--- config.mk ---
export PLATFORM = sky130hd
export DESIGN_NAME = circular_buffer
export DESIGN_NICKNAME = d
export VERILOG_FILES = /design/src/rtl/noc_params.sv /design/src/rtl/circular_buffer.sv
export SDC_FILE = /design/constraint.sdc
export NUM_CORES = 1
export LEC_CHECK = 0
export ABC_CLOCK_PERIOD_IN_PS = 5100
export BUFFER_PORTS_ARGS = -buffer_cell sky130_fd_sc_hd__buf_2
export CORE_MARGIN = 4
export CORE_UTILIZATION = 60
export CTS_BUF_LIST = sky130_fd_sc_hd__clkbuf_16
export DETAILED_ROUTE_END_ITERATION = 12
export PLACE_DENSITY = 0.85
export SYNTH_ARGS = -nofsm -noshare
export SYNTH_HDL_FRONTEND = slang
export SYNTH_SLANG_ARGS = --single-unit
--- constraint.sdc ---
create_clock -name clk -period 5.1 [get_ports clk]
set_input_delay 1.02 -clock clk [delete_from_list [all_inputs] [get_ports clk]]
set_output_delay 1.02 -clock clk [all_outputs]
set_load 0.05 [all_outputs]
--- src/rtl/noc_params.sv ---
// Shared NoC parameters and flit payload types used by the router input ports.
package noc_params;

  localparam int unsigned VC_SIZE           = 2;
  localparam int unsigned DEST_ADDR_SIZE_X  = 2;
  localparam int unsigned DEST_ADDR_SIZE_Y  = 2;
  localparam int unsigned HEAD_PAYLOAD_SIZE = 16;
  localparam int unsigned FLIT_DATA_SIZE    = DEST_ADDR_SIZE_X + DEST_ADDR_SIZE_Y + HEAD_PAYLOAD_SIZE;

  typedef enum logic [1:0] {
    HEAD     = 2'd0,
    BODY     = 2'd1,
    TAIL     = 2'd2,
    HEADTAIL = 2'd3
  } flit_label_t;

  typedef struct packed {
    logic [DEST_ADDR_SIZE_X-1:0]  x_dest;
    logic [DEST_ADDR_SIZE_Y-1:0]  y_dest;
    logic [HEAD_PAYLOAD_SIZE-1:0] head_pl;
  } head_data_t;

  // Head flits carry routing info; body/tail flits reuse the same bits as raw payload.
  typedef union packed {
    head_data_t                head_data;
    logic [FLIT_DATA_SIZE-1:0] bt_pl;
  } flit_data_t;

  typedef struct packed {
    flit_label_t        flit_label;
    logic [VC_SIZE-1:0] vc_id;
    flit_data_t         data;
  } flit_t;

  localparam int unsigned FLIT_W = $bits(flit_t);

endpackage

--- src/rtl/circular_buffer.sv ---
// Per-VC first-word-fall-through flit FIFO built as a ring of registers.
module circular_buffer
  import noc_params::*;
#(
  parameter int unsigned BUFFER_SIZE = 8
) (
  input  logic  clk,
  input  logic  rst,
  input  flit_t data_i,
  input  logic  read_i,
  input  logic  write_i,
  output flit_t data_o,
  output logic  is_full_o,
  output logic  is_empty_o
);

  localparam int unsigned PTR_W = $clog2(BUFFER_SIZE);
  localparam int unsigned CNT_W = PTR_W + 1;

  flit_t              r_memory [BUFFER_SIZE];
  logic [PTR_W-1:0]   r_read_ptr;
  logic [PTR_W-1:0]   r_write_ptr;
  logic [CNT_W-1:0]   r_count;

  logic               w_do_write;
  logic               w_do_read;
  logic [CNT_W-1:0]   w_count_nxt;

  // A full buffer still accepts a write when the head is popped the same cycle.
  assign w_do_write = write_i & (~is_full_o | read_i);
  assign w_do_read  = read_i & ~is_empty_o;

  assign is_empty_o = (r_count == '0);
  assign is_full_o  = (r_count == CNT_W'(BUFFER_SIZE));
  assign data_o     = r_memory[r_read_ptr];

  // Occupancy moves only when exactly one of push/pop happens.
  always_comb begin
    w_count_nxt = r_count;
    if (w_do_write && !w_do_read) begin
      w_count_nxt = r_count + CNT_W'(1);
    end else if (!w_do_write && w_do_read) begin
      w_count_nxt = r_count - CNT_W'(1);
    end
  end

  // Pointer and occupancy state; pointers wrap naturally on power-of-two sizes.
  always_ff @(posedge clk or posedge rst) begin
    if (rst) begin
      r_read_ptr  <= '0;
      r_write_ptr <= '0;
      r_count     <= '0;
    end else begin
      if (w_do_write) begin
        r_write_ptr <= r_write_ptr + PTR_W'(1);
      end
      if (w_do_read) begin
        r_read_ptr <= r_read_ptr + PTR_W'(1);
      end
      r_count <= w_count_nxt;
    end
  end

  // Storage array is never reset; entries are only read after being written.
  always_ff @(posedge clk) begin
    if (w_do_write) begin
      r_memory[r_write_ptr] <= data_i;
    end
  end

endmodule

==> summary.txt, run 1 <==
Routing
  – DRT met1 WL: 5700 µm
  – Post-DR wirelength/cell: 23.9 µm
  – Number of nets still failing antenna checks after routing: 0
  – Highest layer used for signal routing: met4
  – Met3 layer wire length in the routed design: 1010 µm
  – Detailed Route Iter0 Violations: 347
  – Amount of wire on met2 after detailed routing: 7320 µm
  – Mean number of vias per cell: 6.01
  – First drt pass iteration count: 4
  – Total Wirelength: 14,200 µm
  – Total number of vias: 3,572
  – DRC violation count after routing: 0

Critical path
  – Startpoint type of the worst setup path: flop
  – Number of buffers and inverters on the critical path: 1
  – Family with the most delay on the worst path: flip-flops
  – Largest fanout of any net on the critical path: 50
  – Critical path capture point type: primary output
  – Required time of the critical path: 4080 ps
  – Cell at the slowest stage of the critical path: dfrtp_4
  – Slowest cell delay on critical path: 1060 ps
  – Critical path depth: 3
  – Type of the setup path with the least slack: flop to primary output
  – Critical-path cell list: mux4_2 > mux2_2 > buf_2
  – Arrival @ worst endpoint: 2680 ps
  – R2R cell count: 9

Layout
  – Antenna cell count: 0
  – Most common cell after layout, fill and taps aside: edfxtp_1
  – Commonest non-fill, non-tap cells in the layout: 192 x edfxtp_1, 53 x buf_2, 48 x mux4_2
  – Layout Area Growth over Synthesis: 14.6%
  – Fill cells: 749
  – Post-layout nets: 444
  – Fraction of layout cells with a size suffix above 1: 41.5%

Synth
  – Synthesized netlist cell count: 340
  – Flip-flop and latch count after synthesis: 202
  – Synthesized area per cell: 23.2 µm²
  – Cell Area, Synth: 0.00788 mm²
  – Synthesized net count: 374
  – Fraction of synthesized cell area taken by the top area cell type: 73.2%
  – Synth warnings: 0
  – Leading cell types by total area after synthesis: edfxtp_1 73%, mux4_2 14%, mux2_2 3.7%
  – Sequential element share of the synthesized area: 76.4%
  – Library cell occupying the most area in the post-synthesis netlist: edfxtp_1
  – Synth unique cells: 36

Floorplanning
  – Chip Height: 123 µm
  – Area of the die: 0.0150 mm²
  – Die Span X: 123 µm
  – Number of rows in the core area: 41
  – Effective utilization at floorplan: 61.9%
  – Area of the core: 0.0127 mm²
  – Ports placed on the boundary: 54

Worst hold path
  – Type of the worst min-delay path: input port to async pin

Placement
  – Detailed placement HPWL: 7770 µm
  – # port buffers: 53
  – Routability Congestion: 0.759

Clock tree
  – Number of gates given a new drive strength after cts: 0
  – CTS Root Buffer Type: clkbuf_16
  – Worst-Skew Late Latency: 480 ps
  – Total CTS buffers: 21
  – Sink count of the clock tree: 202
  – Clock Path Buffers: 3
  – Total of hold buffers inserted after clock tree synthesis: 0
  – H-tree depth: 1
  – Clock tree from TritonCTS: built
  – Clock-pin transition on the worst setup and hold timing paths: 60 ps
  – Post CTS Setup Buffer Count: 0

Global routing
  – Total global routing track utilization: 20.4%
  – Vias in the first global route: 3,872
  – Maximum number of pins on one net before global-route repair: 51
  – First-pass GRT wire length: 22,500 µm
  – Antenna violations before repair: 0
  – Sum of overflow across all layers after global routing: 0

Timing
  – Post-route clock period utilization: 72.5%
  – Unrepaired setup endpoints after global routing: false
  – Hold WS: 546 ps
  – Least-Margin Pin Slew: 1150 ps
  – Final hold violation count: 0
  – Relative slew slack: 23.4%
  – Final period demand of the worst path: 3700 ps
  – Number of max-slew violations in the final report: 0
  – Top achievable clock speed: 270 MHz
  – TNS Setup: 0 ps
  – Final clock skew: 11.5 ps
  – Total setup violations reported at the end of the flow: 0

Power
  – Worst-case vdd ir drop: 0.384 mV
  – PwrDens: 638 mW/mm²
  – Leakage power total: 3.02 nW

Run
  – Count of max-cap constraint violations: 0

Status
  – Result of the run: complete, no violations
-- final cells by class --
| cell class | count | area (µm²) | area share (%) |
|---|---|---|---|
| sequential | 202 | 6020 | 66.7 |
| multi-input combinational | 118 | 1780 | 19.7 |
| clock buffer | 21 | 526 | 5.82 |
| timing repair buffer | 62 | 333 | 3.69 |
| tap | 172 | 215 | 2.38 |
| clock inverter | 14 | 134 | 1.48 |
| inverter | 5 | 18.8 | 0.208 |
-- metrics by stage --
step / setup slack [ps] / power [mW] / instance area, µm² / utilization, % / std cells
2_1_floorplan: 933 / 3.93 / 7880 / - / 340
3_3_place_gp: 1840 / 4.30 / 8370 / 65.8 / 559
3_5_place_dp: 1830 / 4.36 / 8370 / 65.8 / 559
4_1_cts: 1330 / 5.82 / 9030 / 70.9 / 594
5_1_grt: 1180 / 6.03 / 9030 / 70.9 / 594
6_report: 1400 / 5.76 / 9030 / 70.9 / 594
-- cell usage after synthesis, drive strengths merged --
| master | number |
|---|---|
| clkbuf | 5 |
| nand2 | 2 |
| nor2 | 3 |
| mux2 | 27 |
| o211ai | 2 |
| nor4b | 1 |
| or3 | 3 |
| edfxtp | 192 |
| buf | 10 |
| fa | 1 |
| nand2b | 1 |
| nor3b | 1 |
| nor4 | 2 |
| nor3 | 3 |
| a211o | 1 |
| nand3 | 1 |
| inv | 5 |
| or4b | 1 |
| nand3b | 2 |
| ha | 5 |
| mux2i | 1 |
| or4 | 1 |
| xor2 | 1 |
| xnor2 | 5 |
| mux4 | 48 |
| o21ai | 2 |
| o41ai | 1 |
| a21o | 1 |
| a21oi | 1 |
| dfrtp | 10 |
| o221ai | 1 |
-- final timing paths --
check	end	start	slack (ps)
worst max-delay path	data_o[6]	r_read_ptr[0]	1400
worst min-delay path	r_count[2]	rst	550
worst max register to register	r_count[3]	r_count[0]	2150
worst min register to register	r_write_ptr[2]	r_write_ptr[2]	600
max in group asynchronous	r_read_ptr[0]	rst	4190
min in group clk	r_write_ptr[2]	r_write_ptr[2]	600
-- sequential cells by signal, indices dropped and copies added (netlist names) --
register / cells
r_memory: 192
r_read_ptr: 3
r_count: 4
r_write_ptr: 3
-- worst register-to-register path: cells and delay by family, from the launching register on --
| kind | cells | cell delay, ps |
|---|---|---|
| flip-flops | 1 | 470 |
| AO/OA/AOI/OAI | 2 | 390 |
| adder cells (fa/ha/maj) | 2 | 560 |
| AND/OR/NAND/NOR | 3 | 1170 |
| buffers and inverters | 2 | 220 |
-- power by group --
group / switching [mW] / internal, mW / leakage, nW
sequential: 0.337 / 2.10 / 1.86
clock: 0.562 / 0.892 / 0.338
combinational: 1.09 / 0.778 / 0.825
total: 1.99 / 3.77 / 3.02
-- per-layer routing --
metal	global-route usage (%)	up-vias
met4	5.18	0
met1	29.4	1866
met2	33.4	122
met3	3.50	14
met5	0	-
li1	-	1570
-- kinds of logic after synthesis --
kind of cell | after synthesis | synth area share [%]
multiplexers | 76 | 17.7
adder cells (fa/ha/maj) | 6 | 1.05
XOR/XNOR | 6 | 0.667
flip-flops | 202 | 76.4
AO/OA/AOI/OAI | 9 | 1.05
buffers and inverters | 20 | 1.54
AND/OR/NAND/NOR | 21 | 1.64
Power figures use the tool's default switching activity.
==> run 2: changes to the inputs <==
--- a/config.mk
+++ b/config.mk
@@ -5,7 +5,7 @@
 export SDC_FILE = /design/constraint.sdc
 export NUM_CORES = 1
 export LEC_CHECK = 0
-export ABC_CLOCK_PERIOD_IN_PS = 5100
+export ABC_CLOCK_PERIOD_IN_PS = 3700
 export BUFFER_PORTS_ARGS = -buffer_cell sky130_fd_sc_hd__buf_2
 export CORE_MARGIN = 4
 export CORE_UTILIZATION = 60
==> constraint.sdc (replaced) <==
create_clock -name clk -period 3.7 [get_ports clk]
set_input_delay 0.74 -clock clk [delete_from_list [all_inputs] [get_ports clk]]
set_output_delay 0.74 -clock clk [all_outputs]
set_load 0.05 [all_outputs]
==> run 2 against run 1 <==
- design area grew 0.36%
- non-clock buffer count grew 4
- die area is the same
- clock skew shrank 1.9 ps
- largest power group unchanged
==> summary.txt, run 2 (same netlist as run 1, synthesis figures left out) <==
Timing
  – Number of max-slew violations in the final report: 0 (unchanged)
  – Least-Margin Pin Slew: 983 ps (-166 ps)
  – Post-route clock period utilization: 88.1%
  – Final clock skew: 9.63 ps (-1.88 ps)
  – Unrepaired setup endpoints after global routing: false
  – Relative slew slack: 34.1% (+11 points)
  – TNS Setup: 0 ps (unchanged)
  – Final hold violation count: 0 (unchanged)
  – Final period demand of the worst path: 3260 ps
  – Top achievable clock speed: 307 MHz
  – Hold WS: 244 ps (-302 ps)
  – Crit path setup slack, layout: 441 ps (-960 ps)
  – Total setup violations reported at the end of the flow: 0 (unchanged)

Critical path
  – Critical-path cell list: buf_4 > mux4_2 > mux2_2 > buf_2
  – Type of the setup path with the least slack: flop to primary output
  – Critical path capture point type: primary output
  – Slowest cell delay on critical path: 590 ps (-470 ps)
  – Required time of the critical path: 2960 ps (-1120 ps)
  – Arrival @ worst endpoint: 2520 ps (-160 ps)
  – Number of buffers and inverters on the critical path: 2 (+1)
  – Startpoint type of the worst setup path: flop
  – R2R cell count: 9 (unchanged)
  – Largest fanout of any net on the critical path: 30 (-40%)
  – Critical path depth: 4 (+1)
  – Cell at the slowest stage of the critical path: mux4_2
  – Family with the most delay on the worst path: multiplexers

Layout
  – Number of standard cells in the layout, taps in and fillers out: 599 (+0.84%)
  – Commonest non-fill, non-tap cells in the layout: 192 x edfxtp_1, 53 x buf_2, 48 x mux4_2
  – Top flop regs: r_memory (192), r_count (4)
  – Most common cell after layout, fill and taps aside: edfxtp_1
  – Layout Area Growth over Synthesis: 15.0%
  – Fraction of layout cells with a size suffix above 1: 42.4% (+0.92 points)
  – Layout Cell Area excl Fill: 0.00906 mm² (+0.36%)
  – Finished Core Util: 71.2% (+0.26 points)
  – Largest register by flop count: r_memory
  – Fill cells: 774 (+3.3%)
  – Largest register FFs: 192 (unchanged)
  – Post-layout nets: 447 (+0.68%)
  – Antenna cell count: 0 (unchanged)

Clock tree
  – CTS Root Buffer Type: clkbuf_16
  – Post CTS Setup Buffer Count: 0 (unchanged)
  – Clock tree from TritonCTS: built
  – Total of hold buffers inserted after clock tree synthesis: 0 (unchanged)
  – Number of gates given a new drive strength after cts: 0 (unchanged)
  – Total CTS buffers: 20 (-4.8%)
  – Clock Path Buffers: 3 (unchanged)
  – H-tree depth: 1 (unchanged)
  – Sink count of the clock tree: 202 (unchanged)
  – Clock-pin transition on the worst setup and hold timing paths: 70 ps (about the same)
  – Worst-Skew Late Latency: 480 ps (about the same)

Power
  – Int Power: 5.11 mW (+36%)
  – Worst-case vdd ir drop: 0.632 mV (+64%)
  – Logic pwr share: 36.7% (+4.3 points)
  – Net Sw Frac: 35.9% (+1.4 points)
  – Power after layout: 7.97 mW (+38%)
  – Clock power share: 24.0% (-1.3 points)
  – Sequential Power Share: 39.4% (-2.9 points)
  – Switching component of the power: 2.86 mW (+44%)
  – PwrDens: 880 mW/mm² (+38%)
  – Leakage power total: 3.05 nW (+0.82%)

Routing
  – Total Wirelength: 15,200 µm (+6.8%)
  – Mean number of vias per cell: 6.16 (+2.5%)
  – Post-DR wirelength/cell: 25.3 µm (+6.0%)
  – Detailed Route Iter0 Violations: 266 (-23%)
  – DRC violation count after routing: 0 (unchanged)
  – Number of nets still failing antenna checks after routing: 0 (unchanged)
  – First drt pass iteration count: 4 (unchanged)
  – Total number of vias: 3,691 (+3.3%)

Global routing
  – Antenna violations before repair: 0 (unchanged)
  – Sum of overflow across all layers after global routing: 0 (unchanged)
  – Total global routing track utilization: 21.4% (+1.0 points)
  – Vias in the first global route: 3,973 (+2.6%)
  – First-pass GRT wire length: 23,500 µm (+4.4%)
  – Maximum number of pins on one net before global-route repair: 31 (-39%)

Run
  – Count of max-cap constraint violations: 0 (unchanged)

Status
  – Result of the run: complete, no violations

Floorplanning
  – Number of rows in the core area: 41 (unchanged)
  – Chip Height: 123 µm (unchanged)
  – Area of the die: 0.0150 mm² (unchanged)
  – Effective utilization at floorplan: 61.9% (unchanged)
  – Die Span X: 123 µm (unchanged)
  – Ports placed on the boundary: 54 (unchanged)
  – Area of the core: 0.0127 mm² (unchanged)

Worst hold path
  – Type of the worst min-delay path: input port to async pin

Placement
  – Number of placed cells counting well taps: 563 (+0.72%)
  – Routability Congestion: 0.745 (-1.8%)
  – Placement Setup Slack: 752 ps (-1080 ps)
  – Detailed placement HPWL: 8050 µm (+3.6%)
  – # port buffers: 53 (unchanged)
  – Cell Area, Placed: 0.00843 mm² (+0.76%)
## run 2: path summary, 6_finish.rpt
check                                       to  slack (ps)          start
worst max-delay path                 data_o[0]         440  r_read_ptr[0]
worst min-delay path                r_count[3]         240            rst
worst max register to register      r_count[3]         730     r_count[0]
worst min register to register      r_count[2]         610     r_count[2]
max in group asynchronous        r_read_ptr[0]        3120            rst
min in group clk                r_memory[6][0]         520      data_i[0]
## run 2: layer usage
metal	routed length (µm)	track usage (%)	vias to the layer above
met5	0	0	-
met4	305	5.67	0
met3	1060	3.82	27
met2	7910	36.5	147
met1	5890	29.2	1935
li1	-	-	1582
## run 2: area by class of cell
cell class                      count  area, µm²  share of cell area [%]
Clock inverter                     15        103                    1.13
Sequential cell                   202       6020                    66.5
Inverter                            5       18.8                   0.207
Tap cell                          172        215                    2.38
Multi-Input combinational cell    118       1790                    19.7
Timing Repair Buffer               66        388                    4.28
Clock buffer                       21        526                    5.80
## run 2: power groups by stage
| stage | logic (mW) | registers [mW] | clock network (mW) |
|---|---|---|---|
| finish | 2.92 | 3.14 | 1.91 |
| global route | 3.10 | 3.17 | 2.05 |
| CTS | 2.96 | 3.14 | 1.95 |
| detailed placement | 2.91 | 3.17 | 0 |
| global placement | 2.85 | 3.14 | 0 |
| floorplan | 2.37 | 3.06 | 0 |
## run 2: worst register-to-register path, cell delays in order (launching register included)
cell      delay [ps]
dfrtp_1          460
or4b_4           610
o21ai_4          310
inv_1             90
ha_1             270
inv_1            150
ha_1             320
or4_1            420
nand3_1          110
o221ai_1         110
==> run 3: changes to the inputs <==
--- a/config.mk
+++ b/config.mk
@@ -7,7 +7,8 @@
 export LEC_CHECK = 0
 export ABC_CLOCK_PERIOD_IN_PS = 3700
 export BUFFER_PORTS_ARGS = -buffer_cell sky130_fd_sc_hd__buf_2
-export CORE_MARGIN = 4
+export CAP_MARGIN = 25
+export CORE_MARGIN = 1.5
 export CORE_UTILIZATION = 60
 export CTS_BUF_LIST = sky130_fd_sc_hd__clkbuf_16
 export DETAILED_ROUTE_END_ITERATION = 12
==> run 3 against run 2 <==
- global-route usage hardly changed
- highest routed layer unchanged
- design area is 0.62% higher
- via count is 0.98% higher
- critical path depth stayed put
- first-iteration DRC count is 7.1% higher
- register-to-register slack better by 30 ps
- sequential share of layout area is 0.41 points lower
- total power is 0.14% higher
- largest power group unchanged
==> summary.txt, run 3 (same netlist as run 1, synthesis figures left out) <==
Critical path
  – Slowest cell delay on critical path: 700 ps (+110 ps)
  – Number of buffers and inverters on the critical path: 2 (unchanged)
  – Critical path capture point type: primary output
  – Critical-path cell list: buf_4 > mux4_2 > mux2_2 > buf_2
  – Type of the setup path with the least slack: flop to primary output
  – Required time of the critical path: 2960 ps (about the same)
  – Arrival @ worst endpoint: 2570 ps (+50 ps)
  – Largest fanout of any net on the critical path: 21 (-30%)
  – Startpoint type of the worst setup path: flop
  – Cell at the slowest stage of the critical path: dfrtp_4
  – Register-to-Register Setup Slack: 760 ps (+30 ps)
  – Family with the most delay on the worst path: multiplexers

Timing
  – Unrepaired setup endpoints after global routing: false
  – Final clock skew: 12.0 ps (+2.36 ps)
  – Final hold violation count: 0 (unchanged)
  – Number of max-slew violations in the final report: 0 (unchanged)
  – TNS Setup: 0 ps (unchanged)
  – Hold WS: 239 ps (-4.75 ps)
  – Relative slew slack: 47.3% (+13 points)
  – Final period demand of the worst path: 3310 ps (+48.9 ps)
  – Least-Margin Pin Slew: 787 ps (-196 ps)
  – Total setup violations reported at the end of the flow: 0 (unchanged)
  – Post-route clock period utilization: 89.4% (+1.3 points)
  – Crit path setup slack, layout: 392 ps (-48.9 ps)
  – Top achievable clock speed: 302 MHz (-1.5%)

Clock tree
  – Clock-pin transition on the worst setup and hold timing paths: 60 ps (about the same)
  – Total CTS buffers: 21 (+5.0%)
  – CTS Root Buffer Type: clkbuf_16
  – Clock Path Buffers: 3 (unchanged)
  – Total of hold buffers inserted after clock tree synthesis: 0 (unchanged)
  – Sink count of the clock tree: 202 (unchanged)
  – Worst-Skew Late Latency: 490 ps (about the same)
  – H-tree depth: 1 (unchanged)
  – Clock tree from TritonCTS: built
  – Number of gates given a new drive strength after cts: 0 (unchanged)
  – Post CTS Setup Buffer Count: 0 (unchanged)

Floorplanning
  – Chip Height: 118 µm (-4.1%)
  – Area of the core: 0.0127 mm² (unchanged)
  – Number of rows in the core area: 41 (unchanged)
  – Area of the die: 0.0138 mm² (-8.0%)
  – Ports placed on the boundary: 54 (unchanged)
  – Die Span X: 118 µm (-4.1%)
  – Effective utilization at floorplan: 61.9% (unchanged)

Routing
  – DRC violation count after routing: 0 (unchanged)
  – Number of nets still failing antenna checks after routing: 0 (unchanged)
  – Total Wirelength: 14,400 µm (-5.0%)
  – Detailed Route Iter0 Violations: 285 (+7.1%)
  – First drt pass iteration count: 5 (+1)
  – Post-DR wirelength/cell: 23.9 µm (-5.5%)
  – Total number of vias: 3,727 (+0.98%)
  – Mean number of vias per cell: 6.19 (+0.47%)

Layout
  – Layout Area Growth over Synthesis: 15.7%
  – Largest register FFs: 192 (unchanged)
  – Number of standard cells in the layout, taps in and fillers out: 602 (+0.50%)
  – Largest register by flop count: r_memory
  – Most common cell after layout, fill and taps aside: edfxtp_1
  – Fill cells: 741 (-4.3%)
  – Fraction of layout cells with a size suffix above 1: 42.6% (+0.17 points)
  – Antenna cell count: 0 (unchanged)
  – Commonest non-fill, non-tap cells in the layout: 192 x edfxtp_1, 53 x buf_2, 48 x mux4_2
  – Finished Core Util: 71.6% (+0.44 points)
  – Top flop regs: r_memory (192), r_count (4)
  – Layout Cell Area excl Fill: 0.00911 mm² (+0.62%)
  – Post-layout nets: 450 (+0.67%)

Placement
  – Number of placed cells counting well taps: 564 (+0.18%)
  – Routability Congestion: 0.730 (-2.1%)
  – Detailed placement HPWL: 8190 µm (+1.6%)
  – Cell Area, Placed: 0.00846 mm² (+0.39%)
  – # port buffers: 53 (unchanged)
  – Placement Setup Slack: 766 ps (+13.3 ps)

Power
  – Worst-case vdd ir drop: 0.586 mV (-7.3%)
  – Power after layout: 7.99 mW (+0.14%)
  – Leakage power total: 3.07 nW (+0.76%)
  – PwrDens: 876 mW/mm² (-0.48%)

Global routing
  – First-pass GRT wire length: 22,100 µm (-6.0%)
  – Total global routing track utilization: 21.4% (about the same)
  – Maximum number of pins on one net before global-route repair: 37 (+19%)
  – Vias in the first global route: 3,869 (-2.6%)
  – Antenna violations before repair: 0 (unchanged)
  – Sum of overflow across all layers after global routing: 0 (unchanged)

Worst hold path
  – Type of the worst min-delay path: input port to async pin

Run
  – Count of max-cap constraint violations: 0 (unchanged)

Status
  – Result of the run: complete, no violations
-- run 3: changes by cell type in the layout (fill, tap and decap cells not counted) --
cell        change
buf_12          +2
clkinv_2        -2
clkinvlp_4      -1
clkinv_1        +2
inv_1           -1
buf_6           +1
inv_6           +1
clkinv_4        +2
buf_4           -1
-- run 3: power by group --
part / internal [mW] / switching [mW] / leakage, nW / total, mW
combinational: 1.14 / 1.73 / 0.878 / 2.87
clock: 1.11 / 0.810 / 0.333 / 1.92
sequential: 2.90 / 0.298 / 1.86 / 3.20
total: 5.15 / 2.83 / 3.07 / 7.99
-- run 3: per-layer routing --
layer / vias up / global-route usage [%] / wire [µm] / share of wire (%)
li1: 1590 / - / - / -
met1: 1943 / 29.0 / 5860 / 41
met2: 156 / 35.6 / 7210 / 50
met3: 38 / 4.75 / 945 / 6.6
met4: 0 / 6.63 / 373 / 2.6
met5: - / 0 / 0 / 0
-- run 3: layout make-up --
cell class / count / area, µm² / share of cell area, %
Timing Repair Buffer: 68 / 432 / 4.74
Sequential cell: 202 / 6020 / 66.1
Clock inverter: 16 / 115 / 1.26
Tap cell: 172 / 215 / 2.36
Clock buffer: 21 / 526 / 5.77
Multi-Input combinational cell: 118 / 1790 / 19.6
Inverter: 5 / 18.8 / 0.206
-- run 3: path summary, 6_finish.rpt --
check                      cells after the start               to          start
max                                            4       data_o[23]  r_read_ptr[0]
min in group clk                               1  r_memory[1][23]     data_i[23]
max in group asynchronous                      2    r_read_ptr[0]            rst
max reg2reg                                    9       r_count[3]     r_count[0]
min reg2reg                                    2       r_count[2]     r_count[2]
min                                            2   r_write_ptr[1]            rst
